## config.mk

```make
export PLATFORM = sky130hd
export DESIGN_NAME = booth_seq_ctrl
export DESIGN_NICKNAME = d
export VERILOG_FILES = /design/src/rtl/booth_seq_ctrl.sv
export SDC_FILE = /design/constraint.sdc
export NUM_CORES = 1
export LEC_CHECK = 0
export ABC_AREA = 1
export CORE_MARGIN = 2
export CORE_UTILIZATION = 30
export CTS_CLUSTER_DIAMETER = 100
export DETAILED_ROUTE_END_ITERATION = 10
export PLACE_DENSITY = 0.5
export SYNTH_ARGS = -nofsm -noshare
export SYNTH_HDL_FRONTEND = slang
export SYNTH_SLANG_ARGS = --single-unit
```

## constraint.sdc

```tcl
create_clock -name clk -period 2.9 [get_ports clk]
set_input_delay 0.58 -clock clk [delete_from_list [all_inputs] [get_ports clk]]
set_output_delay 0.58 -clock clk [all_outputs]
set_load 0.1 [all_outputs]
```

## src/rtl/booth_seq_ctrl.sv

```systemverilog
// Radix-2 Booth multiplier sequencer over an A:Q:Q-1 register, with optional byte-serial
// product streaming enabled by defining BOOTH_BYTE_OUT_EN.
module booth_seq_ctrl #(
  parameter int unsigned WIDTH = 8,
  parameter int unsigned CNT_W = 4
) (
  input  logic                 clk,
  input  logic                 rst_n,
  input  logic                 start,
  input  logic [WIDTH-1:0]     mcand,
  input  logic [WIDTH-1:0]     mplier,
  output logic                 busy,
  output logic                 done,
  output logic [2*WIDTH-1:0]   product,
  output logic                 byte_sel,
  output logic [7:0]           prod_byte,
  output logic                 byte_valid,
  input  logic                 byte_ready
);

  localparam int unsigned PW = 2 * WIDTH;

  typedef enum logic [2:0] {
    IDLE,
    LOAD,
    EVAL,
    SHIFT,
`ifdef BOOTH_BYTE_OUT_EN
    OUT_LO,
    OUT_HI,
`endif
    DONE
  } state_t;

  state_t state_q, state_d;

  logic [WIDTH:0]   a_q, m_q, a_eval, a_sh;
  logic [WIDTH-1:0] q_q, q_sh;
  logic             qm1_q;
  logic [CNT_W-1:0] cnt_q, cnt_inc;
  logic             last_iter;

  logic             busy_d, done_d, byte_valid_d, byte_sel_d;
  logic [7:0]       prod_byte_d;

  // Booth add/sub on {Q0,Q-1} and the arithmetic right shift of A:Q:Q-1
  always_comb begin
    a_eval = a_q;
    case ({q_q[0], qm1_q})
      2'b10:   a_eval = a_q - m_q;
      2'b01:   a_eval = a_q + m_q;
      default: a_eval = a_q;
    endcase
    a_sh      = {a_q[WIDTH], a_q[WIDTH:1]};
    q_sh      = {a_q[0], q_q[WIDTH-1:1]};
    cnt_inc   = cnt_q + CNT_W'(1);
    last_iter = (cnt_inc == CNT_W'(WIDTH));
  end

  always_ff @(posedge clk) begin
    if (!rst_n) state_q <= IDLE;
    else        state_q <= state_d;
  end

  // Next state plus next values of the registered outputs
  always_comb begin
    state_d      = state_q;
    busy_d       = 1'b0;
    done_d       = 1'b0;
    byte_valid_d = 1'b0;
    byte_sel_d   = 1'b0;
    prod_byte_d  = 8'd0;
    case (state_q)
      IDLE:  if (start) state_d = LOAD;
      LOAD:  state_d = EVAL;
      EVAL:  state_d = SHIFT;
      SHIFT: state_d = last_iter ? DONE : EVAL;
`ifdef BOOTH_BYTE_OUT_EN
      DONE:   state_d = OUT_LO;
      OUT_LO: if (byte_ready) state_d = OUT_HI;
      OUT_HI: if (byte_ready) state_d = IDLE;
`else
      DONE:   state_d = IDLE;
`endif
      default: state_d = IDLE;
    endcase
    busy_d = (state_d != IDLE);
    done_d = (state_d == DONE);
`ifdef BOOTH_BYTE_OUT_EN
    byte_valid_d = (state_d == OUT_LO) || (state_d == OUT_HI);
    byte_sel_d   = (state_d == OUT_HI);
    if (state_d == OUT_LO)      prod_byte_d = product[7:0];
    else if (state_d == OUT_HI) prod_byte_d = product[15:8];
`endif
  end

`ifndef BOOTH_BYTE_OUT_EN
  logic unused_byte_ready;
  assign unused_byte_ready = byte_ready;
`endif

  always_ff @(posedge clk) begin
    if (!rst_n) begin
      busy       <= 1'b0;
      done       <= 1'b0;
      byte_valid <= 1'b0;
      byte_sel   <= 1'b0;
      prod_byte  <= 8'd0;
    end else begin
      busy       <= busy_d;
      done       <= done_d;
      byte_valid <= byte_valid_d;
      byte_sel   <= byte_sel_d;
      prod_byte  <= prod_byte_d;
    end
  end

  // Datapath; product is captured on the final shift so it is valid while in DONE
  always_ff @(posedge clk) begin
    if (!rst_n) begin
      a_q     <= '0;
      m_q     <= '0;
      q_q     <= '0;
      qm1_q   <= 1'b0;
      cnt_q   <= '0;
      product <= '0;
    end else begin
      case (state_q)
        LOAD: begin
          a_q   <= '0;
          m_q   <= {mcand[WIDTH-1], mcand};
          q_q   <= mplier;
          qm1_q <= 1'b0;
          cnt_q <= '0;
        end
        EVAL: a_q <= a_eval;
        SHIFT: begin
          a_q   <= a_sh;
          q_q   <= q_sh;
          qm1_q <= q_q[0];
          cnt_q <= cnt_inc;
          if (last_iter) product <= PW'({a_sh[WIDTH-1:0], q_sh});
        end
        default: ;
      endcase
    end
  end

endmodule

```

==> qor.csv, run 1 <==
metric;value;unit
initial antenna violation count;0;
Crit-path slowest cell;dfxtp_1;
Worst Path Arrival;2.68;ns
commonest non-fill, non-tap cell in the layout;nand2_1;
clk slew on worst S/H paths;0.10;ns
RSZ-0062 raised after global routing;no;
LEAKAGE;1.37;nW
PortBufs;36;
layout cell share with drive strength beyond 1;0.109;
adder-cell area share of the yosys netlist;0.0651;
number of fill cells in the layout;943;
Synth Area in Simple Gates;0.195;
vias in the first global route;2173;
hold buffers post-CTS;0;
Syn Std Cell Area;0.00261;mm²
core area;0.00859;mm²
DR WL/cell;12.5;µm
Routed Antenna Nets;0;
die height;97.3;µm
register bit total from synthesis;51;
Register Area;0.00102;mm²
CTS sink cnt;51;
Rows;34;
HP Class;register to register;
drt pass-1 iters;4;
CP startpoint kind;register;
setup TNS;0;ns
largest net degree at the start of global routing;22;
worst-case reg-to-reg path depth;15;
post-CTS resize count;0;
worst path cell trace;inv_1 > ha_1 > inv_1 > nor2_1 > inv_1 > o21ai_0 > xnor2_1 > ha_1 > nand2_1 > inv_1 > nand4_1 > o211ai_1 > or2_2 > nand3_1 > a21oi_1;
Vias;2301;
io pins;48;
sequential share of the synthesized area;0.391;
Syn Inst Count;351;
DR iter-0 viols;104;
Post-synth EDFFs;0;
worst-skew pair later-pin latency;0.31;ns
XOR/XNOR Fraction of Synth Area;0.0235;
Initial Util;0.304;
critical path depth;15;
Setup WS pre-CTS;0.459;ns
Final nets;418;
warnings from Yosys;0;
wire length of the first global-routing pass;10500;µm
Crit. End Element;register;
worst clock skew;0.00477;ns
Final Setup Violations;0;
area of the multi-input gates;0.00131;mm²
Layout area overhead;17.3;%
WHS Endpoint;qm1_q;
Cell variety after synth;35;
n_diodes;0;
CP most frequent cell;inv_1;
TritonCTS clock tree;yes;
PD cells;528;mW/mm²
crit path kind;register to register;
CP delay by family, top;simple AND/OR/NAND/NOR gates;
Final min period;2.47;ns
Synth async-reset ratio;0;
critical path's largest stage delay;0.36;ns
final worst slack;0.432;ns
Max FO, Critical Path;4;
number of buffers added for setup after CTS;0;
Max VDD drop;0.255;mV
status;completed;
worst r2r src;m_q[0];
clk root buf;clkbuf_8;
dpl hpwl;4550;µm
GRT Residual Overflow;0;
Worst EP required;3.11;ns
hold path depth;2;
ys flop type;dfxtp_1;
Hold Startpoint;q_q[0];
Buf/Inv on CP;4;
WL final;6190;µm
post-synthesis mux area share;0;
Peak Freq;405;MHz
DIE AREA;0.00948;mm²
reg2reg end;a_q[6];
highest-count cells in the layout ignoring fill and taps;59 x nand2_1, 51 x dfxtp_1, 40 x inv_1;
combinational family with the most area after synthesis;compound AO/OA/AOI/OAI gates;
Hold Fails Final Rpt;0;
post-layout util;0.357;
crit share post-route;0.851;
vias per cell;4.66;
DRC;0;
Crit. Startpoint;m_q[0];
Post-Syn Area per Cell;7.45;µm²
CTS Buf Count;5;
Final Max Slew Viols;0;
FF-to-FF setup slack;0.43;ns
compound-gate portion of the synthesized area;0.203;
max-cap violations;0;
RePlAce Congestion;0.847;
GR Util All Layers;0.136;
Die X;97.3;µm
final hold slack;0.465;ns
CTS H-Tree Depth;2;
Clock Path Buffers;2;
report_power, final:
part	total, mW	internal, mW	leakage (nW)	switching [mW]
logic	0.440	0.148	0.914	0.292
registers	0.763	0.733	0.415	0.0294
clock network	0.417	0.170	0.0412	0.247
total	1.62	1.05	1.37	0.568
cell type report:
class,instances,area share
clock buffer,6,0.0237
clock inverter,2,0.00408
inverter,43,0.0527
multi-input combinational,243,0.427
sequential,51,0.333
tap,108,0.0441
timing repair buffer,41,0.115
worst reg2reg max path, stage by stage, from the launching register on:
cell and delay (ns):
dfxtp_1 0.36, inv_1 0.09, ha_1 0.16, inv_1 0.04
nor2_1 0.20, inv_1 0.06, o21ai_0 0.21, xnor2_1 0.19
ha_1 0.31, nand2_1 0.13, inv_1 0.05, nand4_1 0.06
o211ai_1 0.10, or2_2 0.29, nand3_1 0.07, a21oi_1 0.06
kinds of logic after synthesis:
kind of cell,after synthesis
compound gates,96
other cells,1
flops,51
simple gates,117
fa+ha+maj,13
xor+xnor,7
buf+inv,66
worst max-delay path by stage:
| stage | end | slack [ns] |
|---|---|---|
| 6_report | a_q[6] | 0.43 |
| 4_1_cts | a_q[6] | 0.43 |
| 3_3_place_gp | a_q[6] | 0.49 |
| 2_1_floorplan | a_q[6] | 0.73 |
| 5_1_grt | a_q[8] | 0.16 |
| 3_5_place_dp | a_q[6] | 0.46 |
sequential cells by signal, indices dropped and copies added (netlist names):
signal,flops
busy,1
m_q,8
cnt_q,4
qm1_q,1
state_q,3
product,16
a_q,9
q_q,8
done,1
synthesized netlist by cell type (2+ instances only):
cell type  count  area (µm²)
a31oi_1        9        56.3
nand3_1       12        60.1
o21ai_0       35         175
nor2_1        34         128
nor2_4         2        22.5
inv_1         40         150
o211ai_1       3        22.5
xor2_1         5        43.8
nor3_1         2        10.0
xnor2_1        2        17.5
o21ai_1        8        40.0
a21oi_1       31         155
a22oi_1        3        22.5
ha_1          12         150
buf_2          4        20.0
clkbuf_1       5        18.8
inv_2          3        11.3
nand2_1       59         221
buf_6          3        33.8
buf_4         11        82.6
or2_2          2        12.5
nand4_1        3        18.8
dfxtp_1       51        1020
per-stage QoR:
stage | area (µm²) | instances | power (mW)
global route | 3070 | 494 | 1.72
CTS | 3070 | 494 | 1.63
floorplan | 2650 | 360 | 1.13
global placement | 2980 | 486 | 1.22
finish | 3070 | 494 | 1.62
detailed placement | 2980 | 486 | 1.22
layer usage:
| layer | global-route usage | vias to the layer above | wire (µm) |
|---|---|---|---|
| met3 | 0.0194 | 7 | 242 |
| met5 | 0 | - | 0 |
| met1 | 0.183 | 1040 | 3000 |
| li1 | - | 1206 | - |
| met2 | 0.228 | 48 | 2870 |
| met4 | 0.0417 | 0 | 72 |
Note: power is estimated with default switching activity, not from simulation.
==> run 2: changes to the inputs <==
--- a/config.mk
+++ b/config.mk
@@ -6,7 +6,6 @@
 export NUM_CORES = 1
 export LEC_CHECK = 0
 export ABC_AREA = 1
-export CORE_MARGIN = 2
 export CORE_UTILIZATION = 30
 export CTS_CLUSTER_DIAMETER = 100
 export DETAILED_ROUTE_END_ITERATION = 10
==> run 2 against run 1 <==
Compared with the run above:
- highest routed layer unchanged
- power increased by 3.7%
- hold slack worse by 0.0011 ns
- maximum frequency up 1.2%
- first-iteration DRC count is 16% lower
- sequential power hardly changed
- clock power rose by 14%
- utilization grew 1.2 points
- sequential share of layout area down 0.068 points
- combinational power is essentially flat
- clock skew increased by 0.0046 ns
- worst setup slack better by 0.029 ns
==> qor.csv, run 2 (synthesized netlist as in run 1, its figures left out) <==
metric;value;unit;change
status;completed;;unchanged
vias in the first global route;2161;;was 2173
reg2reg end;a_q[6];;unchanged
crit share post-route;0.841;;was 0.851
setup TNS;0;ns;unchanged
io pins;48;;unchanged
initial antenna violation count;0;;unchanged
FF-to-FF setup slack;0.46;ns;was 0.43 ns
PD cells;547;mW/mm²;was 528 mW/mm²
TritonCTS clock tree;yes;;unchanged
worst-case reg-to-reg path depth;15;;unchanged
hold buffers post-CTS;0;;unchanged
DR WL/cell;12.3;µm;was 12.5 µm
Rows;33;;was 34
clk slew on worst S/H paths;0.09;ns;was 0.10 ns
CP startpoint kind;register;;unchanged
total chip power;1.68;mW;was 1.62 mW
area of the multi-input gates;0.00131;mm²;unchanged
post-CTS resize count;0;;unchanged
worst-skew pair later-pin latency;0.30;ns;was 0.31 ns
Worst EP required;3.10;ns;was 3.11 ns
GRT Residual Overflow;0;;unchanged
Final Max Slew Viols;0;;unchanged
Register Area;0.00102;mm²;unchanged
n_diodes;0;;unchanged
Biggest register;product;;unchanged
clk root buf;clkbuf_8;;unchanged
worst clock skew;0.00935;ns;was 0.00477 ns
Setup WS pre-CTS;0.457;ns;was 0.459 ns
largest net degree at the start of global routing;28;;was 22
LEAKAGE;1.38;nW;was 1.37 nW
RePlAce Congestion;0.813;;was 0.847
Peak Freq;410;MHz;was 405 MHz
RSZ-0062 raised after global routing;no;;unchanged
highest-count cells in the layout ignoring fill and taps;59 x nand2_1, 51 x dfxtp_1, 40 x inv_1;;unchanged
CTS sink cnt;51;;unchanged
WHS Endpoint;qm1_q;;unchanged
Vias;2335;;was 2301
number of buffers added for setup after CTS;0;;unchanged
hold path depth;2;;unchanged
crit path kind;register to register;;unchanged
largest registers;product (16), a_q (9);;unchanged
drt pass-1 iters;4;;unchanged
Hold Startpoint;q_q[0];;unchanged
final worst slack;0.461;ns;was 0.432 ns
Clock Path Buffers;2;;unchanged
Layout area overhead;17.5;%;was 17.3%
PortBufs;36;;unchanged
commonest non-fill, non-tap cell in the layout;nand2_1;;unchanged
die height;95.3;µm;was 97.3 µm
core area;0.00834;mm²;was 0.00859 mm²
Routed Antenna Nets;0;;unchanged
number of fill cells in the layout;906;;was 943
Final Setup Violations;0;;unchanged
DIE AREA;0.00909;mm²;was 0.00948 mm²
Max FO, Critical Path;4;;unchanged
Hold Fails Final Rpt;0;;unchanged
max reg flops;16;;unchanged
wire length of the first global-routing pass;10100;µm;was 10500 µm
Crit. End Element;register;;unchanged
Max VDD drop;0.190;mV;was 0.255 mV
Final min period;2.44;ns;was 2.47 ns
GR Util All Layers;0.141;;was 0.136
Initial Util;0.313;;was 0.304
CTS H-Tree Depth;2;;unchanged
DRC;0;;unchanged
max-cap violations;0;;unchanged
Worst Path Arrival;2.63;ns;was 2.68 ns
Die X;95.3;µm;was 97.3 µm
CTS Buf Count;5;;unchanged
layout cell share with drive strength beyond 1;0.104;;was 0.109
WL final;6000;µm;was 6190 µm
Final nets;417;;was 418
vias per cell;4.78;;was 4.66
HP Class;register to register;;unchanged
DR iter-0 viols;87;;was 104
worst r2r src;m_q[0];;unchanged
dpl hpwl;4400;µm;was 4550 µm
[run 2: cell count changes in the layout (fill, tap and decap cells not counted)]
cell	before	now
bufinv_16	0	1
clkinv_2	1	0
clkinvlp_4	1	0
buf_4	23	22
[run 2: final cells by class]
cell class / instances / area share
multi-input combinational: 243 / 0.426
timing repair buffer: 40 / 0.112
clock inverter: 1 / 0.00978
tap: 105 / 0.0428
inverter: 43 / 0.0525
sequential: 51 / 0.332
clock buffer: 6 / 0.0236
[run 2: worst max-delay path: stages, from the launching register on]
cell and delay, ns:
dfxtp_1 0.35, inv_1 0.08, ha_1 0.16, inv_1 0.04
nor2_1 0.21, inv_1 0.06, o21ai_0 0.19, xnor2_1 0.20
ha_1 0.32, nand2_1 0.12, inv_1 0.04, nand4_1 0.06
o211ai_1 0.11, or2_2 0.29, nand3_1 0.06, a21oi_1 0.06
[run 2: worst max-delay path by stage]
stage | endpoint | cells after the start | start
floorplan | a_q[6] | 15 | m_q[0]
global placement | a_q[6] | 15 | m_q[0]
detailed placement | a_q[6] | 15 | m_q[0]
CTS | a_q[6] | 15 | m_q[0]
global route | a_q[6] | 15 | m_q[0]
finish | a_q[6] | 15 | m_q[0]
[run 2: metrics by stage]
step                      area, µm²   util  std cells  hold WS [ns]
after floorplan                2650      -        360         0.439
after detailed placement       2970  0.356        482         0.451
after global placement         2970  0.356        482         0.452
final                          3070  0.368        489         0.464
after CTS                      3070  0.368        489         0.464
after global routing           3070  0.368        489         0.496
[run 2: layer usage]
layer  global-route usage  part of all wire  vias to the layer above
li1                     -                 -                     1206
met1                0.181              0.49                     1089
met2                0.245              0.48                       33
met3               0.0239             0.025                        7
met4               0.0341             0.010                        0
met5                    0                 0                        -
[run 2: report_power, final]
group	switching, mW	total, mW	internal, mW
sequential	0.0281	0.762	0.733
combinational	0.294	0.441	0.147
clock	0.224	0.477	0.253
